==> config.mk <==
export PLATFORM = sky130hd
export DESIGN_NAME = traffic_fsm_multi
export DESIGN_NICKNAME = d
export VERILOG_FILES = /design/src/rtl/traffic_pkg.sv /design/src/rtl/traffic_next_appr.sv /design/src/rtl/traffic_fsm_multi.sv
export SDC_FILE = /design/constraint.sdc
export NUM_CORES = 1
export LEC_CHECK = 0
export ABC_AREA = 1
export ABC_CLOCK_PERIOD_IN_PS = 4200
export BUFFER_PORTS_ARGS = -buffer_cell sky130_fd_sc_hd__buf_2
export CORE_ASPECT_RATIO = 0.9
export CORE_MARGIN = 2
export CORE_UTILIZATION = 40
export DETAILED_ROUTE_END_ITERATION = 6
export PLACE_DENSITY_LB_ADDON = 0.15
export SLEW_MARGIN = 40
export SYNTH_ARGS = -nofsm -noshare
export SYNTH_HDL_FRONTEND = slang
export SYNTH_HIERARCHICAL = 1
export SYNTH_SLANG_ARGS = --single-unit
==> constraint.sdc <==
create_clock -name clk -period 4.2 [get_ports clk]
set_clock_uncertainty 0.2 [all_clocks]
set_input_delay 0.84 -clock clk [delete_from_list [all_inputs] [get_ports clk]]
set_output_delay 0.84 -clock clk [all_outputs]
set_load 0.05 [all_outputs]
==> src/rtl/traffic_pkg.sv <==
// traffic_pkg: shared types and constants for the multi-approach light controller.
//   state_e      - controller phase
//   INT_*        - timer interval select codes driven on `interval`
//   N_APPR_MAX   - largest supported approach count
//   state2ival() - interval code that belongs to a phase
package traffic_pkg;

  typedef enum logic [1:0] {
    GREEN_BASE = 2'd0,
    GREEN_EXT  = 2'd1,
    YELLOW     = 2'd2,
    WALK       = 2'd3
  } state_e;

  localparam logic [1:0] INT_BASE = 2'b00;
  localparam logic [1:0] INT_EXT  = 2'b01;
  localparam logic [1:0] INT_YEL  = 2'b10;
  localparam logic [1:0] INT_WALK = 2'b11;

  localparam int N_APPR_MAX = 4;

  function automatic logic [1:0] state2ival(input state_e s);
    case (s)
      GREEN_BASE: state2ival = INT_BASE;
      GREEN_EXT:  state2ival = INT_EXT;
      YELLOW:     state2ival = INT_YEL;
      default:    state2ival = INT_WALK;
    endcase
  endfunction

endpackage

==> src/rtl/traffic_next_appr.sv <==
// traffic_next_appr: rotate-priority picker for the next approach to serve.
//   cur_i - approach currently served
//   dem_i - latched side-road demand (bit 0 ignored, approach 0 always eligible)
//   nxt_o - first index after cur_i, in cyclic order, with demand or equal to 0
module traffic_next_appr
  import traffic_pkg::*;
#(
  parameter int N_APPR = 3,
  parameter int AW     = $clog2(N_APPR)
) (
  input  logic [AW-1:0]     cur_i,
  input  logic [N_APPR-1:0] dem_i,
  output logic [AW-1:0]     nxt_o
);

  int            idx;
  logic [AW-1:0] idx_t;

  // Scan farthest-first so the nearest eligible candidate is the final winner.
  // Approach 0 always qualifies, so the scan can never come up empty.
  always_comb begin
    nxt_o = '0;
    idx   = 0;
    idx_t = '0;
    for (int k = N_APPR_MAX - 1; k >= 1; k--) begin
      if (k < N_APPR) begin
        idx   = (int'(cur_i) + k) % N_APPR;
        idx_t = AW'(idx);
        if (idx == 0 || dem_i[idx_t]) nxt_o = idx_t;
      end
    end
  end

endmodule

==> src/rtl/traffic_fsm_multi.sv <==
// traffic_fsm_multi: green / extension / yellow / walk sequencer over N_APPR approaches.
// Approach 0 (main road) is always served; side roads only on latched sensor demand.
//   clk, Reset_Sync   - clock, async active-high reset
//   Prog_Sync         - synchronous restart to GREEN_BASE of approach 0
//   Sensor_Sync       - per-approach vehicle sensors
//   WR, WR_Reset      - walk request in, one-cycle clear of the walk latch out
//   expired, start_timer, interval - external interval-timer handshake
//   green, yellow, walk, cur_appr  - registered lamp outputs and served approach
module traffic_fsm_multi
  import traffic_pkg::*;
#(
  parameter int N_APPR = 3,
  parameter int AW     = $clog2(N_APPR)
) (
  input  logic              clk,
  input  logic              Reset_Sync,
  input  logic              Prog_Sync,
  input  logic [N_APPR-1:0] Sensor_Sync,
  input  logic              WR,
  input  logic              expired,
  output logic              start_timer,
  output logic [1:0]        interval,
  output logic              WR_Reset,
  output logic [N_APPR-1:0] green,
  output logic [N_APPR-1:0] yellow,
  output logic              walk,
  output logic [AW-1:0]     cur_appr
);

  state_e            state_q, state_d;
  logic [AW-1:0]     cur_q, cur_d, nxt;
  logic [N_APPR-1:0] dem_q, dem_d;
  logic [N_APPR-1:0] green_q, green_d, yellow_q, yellow_d, oh;
  logic              start_q, start_d, wrr_q, wrr_d, walk_q, walk_d;
  logic [1:0]        ival_q, ival_d;
  logic              init_q;  // high until the first edge after reset: timer not yet started
  logic              adv;

  traffic_next_appr #(.N_APPR(N_APPR), .AW(AW)) u_next (
    .cur_i (cur_q),
    .dem_i (dem_q),
    .nxt_o (nxt)
  );

  // An expiry seen while start_timer is high belongs to the previous interval.
  // Every advance issues a new start, so a held level steps once per start.
  assign adv = expired & ~start_q & ~init_q;

  always_comb begin
    state_d = state_q;
    cur_d   = cur_q;
    dem_d   = dem_q;
    start_d = 1'b0;
    wrr_d   = 1'b0;

    for (int j = 1; j < N_APPR; j++)
      if (Sensor_Sync[j] && !green_q[j]) dem_d[j] = 1'b1;
    dem_d[0] = 1'b0;

    if (Prog_Sync) begin
      state_d = GREEN_BASE;
      cur_d   = '0;
      dem_d   = '0;
      start_d = 1'b1;
    end else if (init_q) begin
      start_d = 1'b1;
    end else if (adv) begin
      start_d = 1'b1;
      case (state_q)
        GREEN_BASE: state_d = Sensor_Sync[cur_q] ? GREEN_EXT : YELLOW;
        GREEN_EXT:  state_d = YELLOW;
        YELLOW: begin
          if (WR) begin
            state_d = WALK;
            wrr_d   = 1'b1;
          end else begin
            state_d    = GREEN_BASE;
            cur_d      = nxt;
            dem_d[nxt] = 1'b0;  // entry clear beats a same-cycle sensor set
          end
        end
        default: begin
          state_d    = GREEN_BASE;
          cur_d      = nxt;
          dem_d[nxt] = 1'b0;
        end
      endcase
    end

    // Lamps are decoded from the next state so they register with the transition.
    oh        = '0;
    oh[cur_d] = 1'b1;
    green_d   = (state_d == GREEN_BASE || state_d == GREEN_EXT) ? oh : '0;
    yellow_d  = (state_d == YELLOW) ? oh : '0;
    walk_d    = (state_d == WALK);
    ival_d    = state2ival(state_d);
  end

  always_ff @(posedge clk or posedge Reset_Sync) begin
    if (Reset_Sync) begin
      state_q  <= GREEN_BASE;
      cur_q    <= '0;
      dem_q    <= '0;
      start_q  <= 1'b0;
      wrr_q    <= 1'b0;
      green_q  <= N_APPR'(1);
      yellow_q <= '0;
      walk_q   <= 1'b0;
      ival_q   <= INT_BASE;
      init_q   <= 1'b1;
    end else begin
      state_q  <= state_d;
      cur_q    <= cur_d;
      dem_q    <= dem_d;
      start_q  <= start_d;
      wrr_q    <= wrr_d;
      green_q  <= green_d;
      yellow_q <= yellow_d;
      walk_q   <= walk_d;
      ival_q   <= ival_d;
      init_q   <= 1'b0;
    end
  end

  assign start_timer = start_q;
  assign interval    = ival_q;
  assign WR_Reset    = wrr_q;
  assign green       = green_q;
  assign yellow      = yellow_q;
  assign walk        = walk_q;
  assign cur_appr    = cur_q;

endmodule

==> results.txt, run 1 <==
Worst-Skew Late Latency = 0.29 ns
Total gr overflow = 0
Startpoint Class = flip-flop
RSZ-0062 raised after global routing = false
Top post-synthesis cells by count = 24 x nand2_1, 21 x inv_1, 18 x nor2_1
H-Tree Level Count = 1
Std cell rows = 16
Top Ports = 21
Die height = 49.8 um
First-pass GRT wire length = 3.00 mm
Register area share after synthesis = 0.460
Routed WL = 1.68 mm
Routability cong. = 0.801
LEAKAGE = 0.641 nW
Clk sinks = 17
Hold slack final = 0.347 ns
Fin. max-slew vios = 0
Post-route ant nets = 0
Post-synth top flop = dfrtp_1
Combinational share of power = 0.122
Initial DRC Count = 12
Worst EP required = 4.21 ns
Hold Violations, Final = 0
Initial Util = 0.427
Area contributors post-synth = dfrtp_1 40%, nand2_1 9.7%, inv_1 8.5%, nor2_1 7.3%, dfstp_2 5.6%
Worst path bufs/invs = 5
Largest net degree at the start of global routing = 18
Maximum fanout along the worst path = 5
Reg2Reg Depth = 15
Clk pwr share = 0.292
Power Density = 267 nW/um2
Synth Register Bits = 17
Global Route Usage Sum = 0.155
Proportion of layout cells with a drive suffix above 1 = 0.310
Placed Instances = 165
Crit Path Class = flip-flop to flip-flop
Die area = 2730 um2
Critical Path Source = cur_appr[0]
Root Driver = clkbuf_4
Worst r2r dst = green[1]
CTS Hold Bufs = 0
Total Power = 0.290 mW
Top delay family on crit path = simple AND/OR/NAND/NOR gates
Warnings from Yosys = 6
Drt pass-1 iters = 4
Final setup vio count = 0
CTS tree = built
Max-slew headroom = 0.583
Post-synth EDFFs = 0
Number of global-route vias before repair = 698
Clock transition at path regs = 0.09 ns
Share of the synthesized area in the top cell type = 0.403
Cts repair resizes = 0
Worst r2r src = cur_appr[0]
Least-Margin Pin Slew = 0.624 ns
Worst vdd ir = 0.193 mV
Max incr delay on CP = 0.41 ns
Crit path capture type = flip-flop
Outcome = finished clean
Non-Filler Instances = 169
Mean Syn Cell Area = 7.89 um2
R2R Setup Slk = 2.02 ns
Cells after Synth = 118
Worst min-delay path class = flip-flop to flip-flop
Synth-to-Final Area Change = 16.9%
Cell Chain, Critical Path = inv_1 -> ha_1 -> inv_2 -> nand3_1 -> nand2_1 -> clkinv_1 -> nand2_2 -> nand2_1 -> nand2_1 -> inv_1 -> nand2_1 -> nand3_2 -> inv_1 -> nand2_1 -> nor2_1
Distinct cells, synth = 23
Hpwl dp = 1.36 mm
Avg WL per Cell = 9.92 um
Die W = 54.9 um
Vias = 753
CTS buffer count = 3
Post-CTS setup buffer count = 0
Max Root-Sink Buffers = 2
Internal power = 0.214 mW
NetSw = 0.0762 mW
Max stage delay cell, worst path = dfrtp_1
# diodes = 0
Core region area = 2180 um2
Vias per inst = 4.46
Initial antenna violation count = 0
Critical Path Stages = 15
Max-Cap Viols = 0
Nets = 155
Crit path arrival time = 2.19 ns
Cell taking the most area after synthesis = dfrtp_1
Fmax = 459 MHz
I/O Buffers = 20
Most frequent cell after synthesis = nand2_1
FFs w/ async S/R, synth = 1.00
Sw Share = 0.262
Worst setup path endpoint = green[1]
Sequential power share = 0.586
Setup TNS = 0 ns
Critical Path Most Common Cell = nand2_1
Fin crit period = 2.18 ns
Fin crit share = 0.519
DRC viols = 0
Mapped Area = 931 um2
-- registers in the layout, summed over array words and instances, names as in the netlist --
register,flops
WR_Reset,1
cur_appr,2
dem_q,2
green,3
init_q,1
interval,1
start_timer,1
state_q,2
walk,1
yellow,3
-- worst register-to-register path, stage by stage (launching register included) --
cell,delay [ns]
dfrtp_1,0.41
inv_1,0.08
ha_1,0.37
inv_2,0.09
nand3_1,0.07
nand2_1,0.09
clkinv_1,0.09
nand2_2,0.08
nand2_1,0.05
nand2_1,0.06
inv_1,0.05
nand2_1,0.10
nand3_2,0.10
inv_1,0.08
nand2_1,0.07
nor2_1,0.13
-- power by group through the flow --
stage,Combinational (mW),Sequential [mW],Clock [mW]
finish,0.0353,0.170,0.0848
global route,0.0401,0.171,0.0987
CTS,0.0360,0.170,0.0889
detailed placement,0.0358,0.173,0
global placement,0.0354,0.173,0
floorplan,0.0216,0.177,0
-- metal layers --
| metal | up-vias | part of all wire | global-route usage |
|---|---|---|---|
| met2 | 18 | 0.46 | 0.226 |
| li1 | 394 | - | - |
| met4 | 0 | 0.0095 | 0.0500 |
| met3 | 2 | 0.061 | 0.0606 |
| met1 | 339 | 0.47 | 0.208 |
| met5 | - | 0 | 0 |
-- final cells by class --
type | instances | area [um2]
inverter | 28 | 106
clock inverter | 1 | 5.00
multi-input combinational | 73 | 393
sequential | 17 | 428
tap | 27 | 33.8
timing repair buffer | 20 | 100
clock buffer | 3 | 22.5
fill | 223 | 1090
-- worst min-delay path by stage --
stage | depth (start not counted) | slack [ns] | end | startpoint
global placement | 2 | 0.33 | start_timer | init_q
floorplan | 2 | 0.32 | start_timer | init_q
finish | 2 | 0.35 | start_timer | init_q
detailed placement | 2 | 0.34 | start_timer | init_q
CTS | 2 | 0.35 | start_timer | init_q
global route | 2 | 0.38 | start_timer | init_q
-- cell usage in the layout (no fill, tap or decap) --
cell      count
nand2_1      24
ha_1          4
nand2_2       5
nand4_1       1
clkinv_2      2
o21ai_2       1
conb_1        2
nor2_1       18
nand3_1       5
nand3_2       3
a21oi_2       1
clkbuf_4      3
nand3b_1      1
buf_2        20
inv_1        21
nor4_1        1
a21oi_1       3
nand3_4       1
nand3b_2      1
clkinv_1      1
dfrtp_1      15
dfstp_2       2
inv_2         5
o21ai_0       2
-- kinds of logic (layout without fill, tap and decap cells) --
| family | after synthesis | count (layout) | synth area share |
|---|---|---|---|
| simple gates | 60 | 60 | 0.315 |
| buf+inv | 29 | 52 | 0.122 |
| flops | 17 | 17 | 0.460 |
| compound gates | 7 | 7 | 0.0457 |
| fa+ha+maj | 4 | 4 | 0.0538 |
| other cells | 1 | 2 | 0.00403 |
-- through the flow --
step	utilization	setup slack (ns)	area (um2)
floorplan	-	1.92	935
global placement	0.486	2.09	1060
detailed placement	0.486	2.06	1060
CTS	0.499	2.02	1090
global route	0.499	1.72	1090
finish	0.499	2.02	1090
Note: power is estimated with default switching activity, not from simulation.
==> run 2: changes to the inputs <==
--- a/config.mk
+++ b/config.mk
@@ -5,8 +5,8 @@
 export SDC_FILE = /design/constraint.sdc
 export NUM_CORES = 1
 export LEC_CHECK = 0
-export ABC_AREA = 1
-export ABC_CLOCK_PERIOD_IN_PS = 4200
+export ABC_AREA = 0
+export ABC_CLOCK_PERIOD_IN_PS = 2100
 export BUFFER_PORTS_ARGS = -buffer_cell sky130_fd_sc_hd__buf_2
 export CORE_ASPECT_RATIO = 0.9
 export CORE_MARGIN = 2
==> constraint.sdc (replaced) <==
create_clock -name clk -period 2.1 [get_ports clk]
set_clock_uncertainty 0.2 [all_clocks]
set_input_delay 0.42 -clock clk [delete_from_list [all_inputs] [get_ports clk]]
set_output_delay 0.42 -clock clk [all_outputs]
set_load 0.05 [all_outputs]
==> run 2 against run 1 <==
Net effect: the run now ends with setup timing left; setup slack got worse by 2.2 ns; via count increased by 13%; final cell count decreased by 5.3%; maximum frequency decreased by 3.6%; synthesized cell count decreased by 16%; sequential power increased by 100%; critical path depth decreased by 6; area after synthesis increased by 3.0%; sequential cell count unchanged; global-route usage increased by 3.3 points; count of clock-buffer cells in the layout unchanged; largest cell class is now multi-input gates; largest power group unchanged; highest routed layer unchanged.
==> results.txt, run 2 <==
Outcome = complete, but fails checks
Failing checks = setup timing
Commonest non-fill, non-tap cell in the layout = buf_2
Worst r2r src = cur_appr[0]
RSZ-0062 raised after global routing = true
FFs w/ async S/R, synth = 1.00
Worst Hold Path Cells = 3
Post-route ant nets = 0
Initial Util = 0.431
Post-synth EDFFs = 0
Synth Register Bits = 17
Die W = 55.6 um
Routability cong. = 0.821
Max-Cap Viols = 0
Sequential power share = 0.562
Dpl ws = -0.136 ns
Top Ports = 21
Area contributors post-synth = dfrtp_1 39%, dfstp_2 5.5%, nor2_1 5.5%, ha_1 5.2%, inv_1 4.7%
Non-Filler Instances = 160
Cell taking the most area after synthesis = dfrtp_1
Die area = 2800 um2
CTS buffer count = 3
# diodes = 0
Global Route Usage Sum = 0.188
Hold slack final = 0.194 ns
H-Tree Level Count = 1
Mean Syn Cell Area = 9.68 um2
Crit Path Class = flip-flop to flip-flop
Maximum fanout along the worst path = 4
Max-slew headroom = 0.563
Total Power = 0.607 mW
Final setup vio count = 8
Avg WL per Cell = 13.9 um
Clock transition at path regs = 0.11 ns
Internal power = 0.436 mW
Setup TNS = -0.746 ns
Crit path capture type = flip-flop
Vias = 851
Std cell rows = 16
Hold Crit Start = expired
R2R Setup Slk = -0.16 ns
Largest net degree at the start of global routing = 18
Final WS setup = -0.162 ns
DRC viols = 0
Initial DRC Count = 18
Nets = 146
Distinct cells, synth = 33
LEAKAGE = 0.581 nW
CTS tree = built
Most frequent cells in the layout = 20 x buf_2, 14 x nor2_1, 13 x dfrtp_1
Worst-Skew Late Latency = 0.30 ns
Most frequent cell after synthesis = dfrtp_1
Core region area = 2220 um2
I/O Buffers = 20
Clk sinks = 17
Fin crit share = 1.08
Crit path arrival time = 2.25 ns
Drt pass-1 iters = 4
Fin. max-slew vios = 0
Fmax = 442 MHz
Fin crit period = 2.26 ns
Startpoint Class = flip-flop
Share of the synthesized area in the top cell type = 0.392
Vias per inst = 5.32
Top post-synthesis cells by count = 15 x dfrtp_1, 14 x nor2_1, 12 x inv_1
Register area share after synthesis = 0.446
Combinational share of power = 0.137
Warnings from Yosys = 6
Initial antenna violation count = 0
Root Driver = clkbuf_4
Worst EP required = 2.08 ns
Hold Violations, Final = 0
Total gr overflow = 0
Worst r2r dst = dem_q[2]
Mapped Area = 958 um2
Least-Margin Pin Slew = 0.655 ns
Power Density = 481 nW/um2
Worst vdd ir = 0.414 mV
NetSw = 0.171 mW
Cells after Synth = 99
Worst Hold Path EP = start_timer
Clk pwr share = 0.301
Hpwl dp = 1.63 mm
First-pass GRT wire length = 3.99 mm
Reg2Reg Depth = 9
Number of global-route vias before repair = 883
Die height = 50.4 um
Routed WL = 2.23 mm
Post-synth top flop = dfrtp_1
Max Root-Sink Buffers = 2
Synth-to-Final Area Change = 31.7%
Placed Instances = 153
Proportion of layout cells with a drive suffix above 1 = 0.436
Worst min-delay path class = input pin to flip-flop
Sw Share = 0.282
==> run 2: cell types whose count changed after synthesis, moves of 3 or more <==
cell	delta
nand2b_1	+4
nand3_2	-3
a211oi_1	+3
a21oi_1	+3
inv_1	-9
mux2i_1	+4
nand2_1	-18
nor2_1	-4
inv_2	-4
nand3_1	-5
nand2_2	-5
==> run 2: worst max-delay path by stage <==
stage                     start        to  slack, ns  cells past startpoint
floorplan           cur_appr[0]  green[2]      -0.13                      9
global placement    cur_appr[0]  green[2]      -0.11                      9
detailed placement  cur_appr[0]  green[2]      -0.14                      9
CTS                 cur_appr[0]  green[2]      -0.11                      9
global route        cur_appr[0]  green[2]      -0.30                      9
finish              cur_appr[0]  dem_q[2]      -0.16                      9
==> run 2: routing by layer <==
layer | track usage | wire [um] | vias to the layer above
met3 | 0.0541 | 110 | 2
met4 | 0.0610 | 15 | 0
met5 | 0 | 0 | -
li1 | - | - | 410
met1 | 0.231 | 1050 | 416
met2 | 0.319 | 1050 | 23
==> run 2: cell families after synthesis <==
logic type / Yosys count / synth area share
simple gates: 35 / 0.213
buf+inv: 16 / 0.0679
fa+ha+maj: 4 / 0.0522
other cells: 1 / 0.00391
compound gates: 22 / 0.175
flops: 17 / 0.446
mux: 4 / 0.0418
==> run 2: final cells by class <==
type | instances | area [um2]
clock buffer | 3 | 22.5
clock inverter | 1 | 5.00
fill | 207 | 960
inverter | 13 | 48.8
multi-input combinational | 67 | 529
sequential | 17 | 430
tap | 27 | 33.8
timing repair buffer | 32 | 193
==> run 2: what timing repair did <==
action	4_1_cts	5_1_grt
pin swaps	2	4
endpoints found under the setup margin	8	9
setup buffers	3	1
gates resized for setup	5	5
gates cloned	0	0
hold endpoints to repair	4	0
hold buffers	1	0
==> run 2: stage by stage <==
step                      area [um2]   util
after detailed placement        1160  0.523
after global placement          1160  0.523
after global routing            1260  0.568
after CTS                       1240  0.558
after floorplan                  977      -
final                           1260  0.568
==> run 2: power groups by stage <==
stage	logic (mW)	clock network [mW]	registers, mW
after CTS	0.0810	0.194	0.341
after floorplan	0.0429	0	0.353
after global placement	0.0711	0	0.347
final	0.0831	0.183	0.341
after detailed placement	0.0722	0	0.347
after global routing	0.0921	0.213	0.343
==> run 2: worst max-delay path: stages (launching register included) <==
cell	delay (ns)
dfrtp_2	0.45
inv_2	0.09
ha_4	0.22
mux2i_2	0.20
o211ai_2	0.13
o32ai_2	0.32
nand2b_1	0.14
nor4_4	0.20
buf_4	0.17
nor3_2	0.03
==> run 3: changes to the inputs <==
--- a/config.mk
+++ b/config.mk
@@ -13,6 +13,7 @@
 export CORE_UTILIZATION = 40
 export DETAILED_ROUTE_END_ITERATION = 6
 export PLACE_DENSITY_LB_ADDON = 0.15
+export SKIP_CTS_REPAIR_TIMING = 1
 export SLEW_MARGIN = 40
 export SYNTH_ARGS = -nofsm -noshare
 export SYNTH_HDL_FRONTEND = slang
==> constraint.sdc (replaced) <==
create_clock -name clk -period 2.1 [get_ports clk]
set_clock_uncertainty 0.2 [all_clocks]
set_input_delay 0.105 -clock clk [delete_from_list [all_inputs] [get_ports clk]]
set_output_delay 0.105 -clock clk [all_outputs]
set_load 0.05 [all_outputs]
==> run 3 against run 2 <==
Net effect: the flow still finishes with violations (setup timing); first-iteration DRC count rose by 33%; critical path depth did not move; final area rose by 5.0%; sequential cell count did not move; maximum frequency rose by 0.22%; setup slack improved by 0.0050 ns; sequential power barely moved; clock power barely moved; power rose by 1.9%; register-to-register slack barely moved; critical path type unchanged; critical endpoint is now green[2]; largest power group unchanged; highest routed layer unchanged.
==> results.txt, run 3 (synthesis gave the netlist of run 2 again) <==
Max Root-Sink Buffers = 2
Global Route Usage Sum = 0.182
Least-Margin Pin Slew = 0.655 ns
Max-Cap Viols = 0
Most frequent cells in the layout = 20 x buf_2, 14 x nor2_1, 13 x dfrtp_1
Fmax = 443 MHz
Commonest non-fill, non-tap cell in the layout = buf_2
Max stage delay cell, worst path = dfrtp_2
Startpoint Class = flip-flop
Core region area = 2220 um2
Routed WL = 2.35 mm
Std cell rows = 16
Fin area = 1330 um2
Total gr overflow = 0
Number of global-route vias before repair = 865
Failing checks = setup timing
Top Ports = 21
Die W = 55.6 um
Clock transition at path regs = 0.11 ns
Fin. max-slew vios = 0
Max incr delay on CP = 0.41 ns
Cell Chain, Critical Path = inv_2 -> ha_4 -> mux2i_2 -> o211ai_2 -> mux2i_2 -> nand2b_1 -> nor4_4 -> o21ai_2 -> nor2_1
CTS tree = built
Worst EP required = 2.07 ns
Final setup vio count = 8
Die height = 50.4 um
Fin crit share = 1.07
Vias = 866
Dpl ws = -0.136 ns
Root Driver = clkbuf_4
LEAKAGE = 0.604 nW
Final WS setup = -0.157 ns
RSZ-0062 raised after global routing = true
Crit path capture type = flip-flop
I/O Buffers = 20
Fin crit period = 2.26 ns
Proportion of layout cells with a drive suffix above 1 = 0.435
Hold slack final = 0.103 ns
Worst vdd ir = 0.411 mV
Crit path arrival time = 2.23 ns
Max-slew headroom = 0.563
CTS buffer count = 3
Clk sinks = 17
Routability cong. = 0.821
Largest net degree at the start of global routing = 18
Post-DP Area = 1160 um2
Initial antenna violation count = 0
R2R Setup Slk = -0.16 ns
H-Tree Level Count = 1
Initial DRC Count = 24
Worst-Skew Late Latency = 0.30 ns
First-pass GRT wire length = 3.86 mm
DRC viols = 0
Outcome = complete, but fails checks
Final Util = 0.596
Crit Path Class = flip-flop to flip-flop
Hold Violations, Final = 0
Synth-to-Final Area Change = 38.3%
Critical Path Most Common Cell = mux2i_2
Drt pass-1 iters = 4
Hpwl dp = 1.63 mm
Vias per inst = 5.25
Maximum fanout along the worst path = 4
# diodes = 0
Initial Util = 0.431
Die area = 2800 um2
Avg WL per Cell = 14.2 um
Nets = 151
Post-route ant nets = 0
Power Density = 467 nW/um2
Worst min-delay path class = input pin to flip-flop
run 3: cell types whose count changed in the layout (fill, tap and decap cells not counted), sizes merged:
cell         change
dlygate4sd3      +4
buf              +1
run 3: metrics by stage:
stage	power, mW	TNS (ns)	instances
6_report	0.619	-0.920	165
5_1_grt	0.657	-1.88	165
4_1_cts	0.608	-0.871	157
3_5_place_dp	0.420	-0.582	153
3_3_place_gp	0.418	-0.247	153
2_1_floorplan	0.396	-0.769	100
run 3: power by group:
part	internal [mW]	leakage [nW]	total (mW)	switching, mW
Sequential	0.335	0.220	0.342	0.00677
Combinational	0.0369	0.367	0.0924	0.0556
Clock	0.0711	0.0177	0.185	0.114
Total	0.443	0.604	0.619	0.176
run 3: path summary, 6_finish.rpt:
path	startpoint	endpoint	depth (start not counted)
worst max-delay path	cur_appr[0]	green[2]	9
worst min-delay path	WR	WR_Reset	4
worst max register to register	cur_appr[0]	green[2]	9
worst min register to register	start_timer	start_timer	1
max in group asynchronous	Reset_Sync	cur_appr[0]	3
min in group asynchronous	Reset_Sync	yellow[0]	3
run 3: area by class of cell:
class	instances	area, um2
clock buffers	3	22.5
inverters	13	48.8
repair buffers	37	240
clock inverters	1	5.00
multi-input cells	67	544
well taps	27	33.8
flip-flops and latches	17	430
fillers	196	897
run 3: layer usage:
layer | part of all wire | track usage
met5 | 0 | 0
met4 | 0.016 | 0.0650
met3 | 0.037 | 0.0541
met2 | 0.48 | 0.298
met1 | 0.46 | 0.229
run 3: critical path, delay by kind of cell, from the launching register on:
kind	cells	cell delay (ns)
fa+ha+maj	1	0.28
simple gates	3	0.34
flops	1	0.41
buf+inv	1	0.06
compound gates	2	0.42
mux	2	0.41
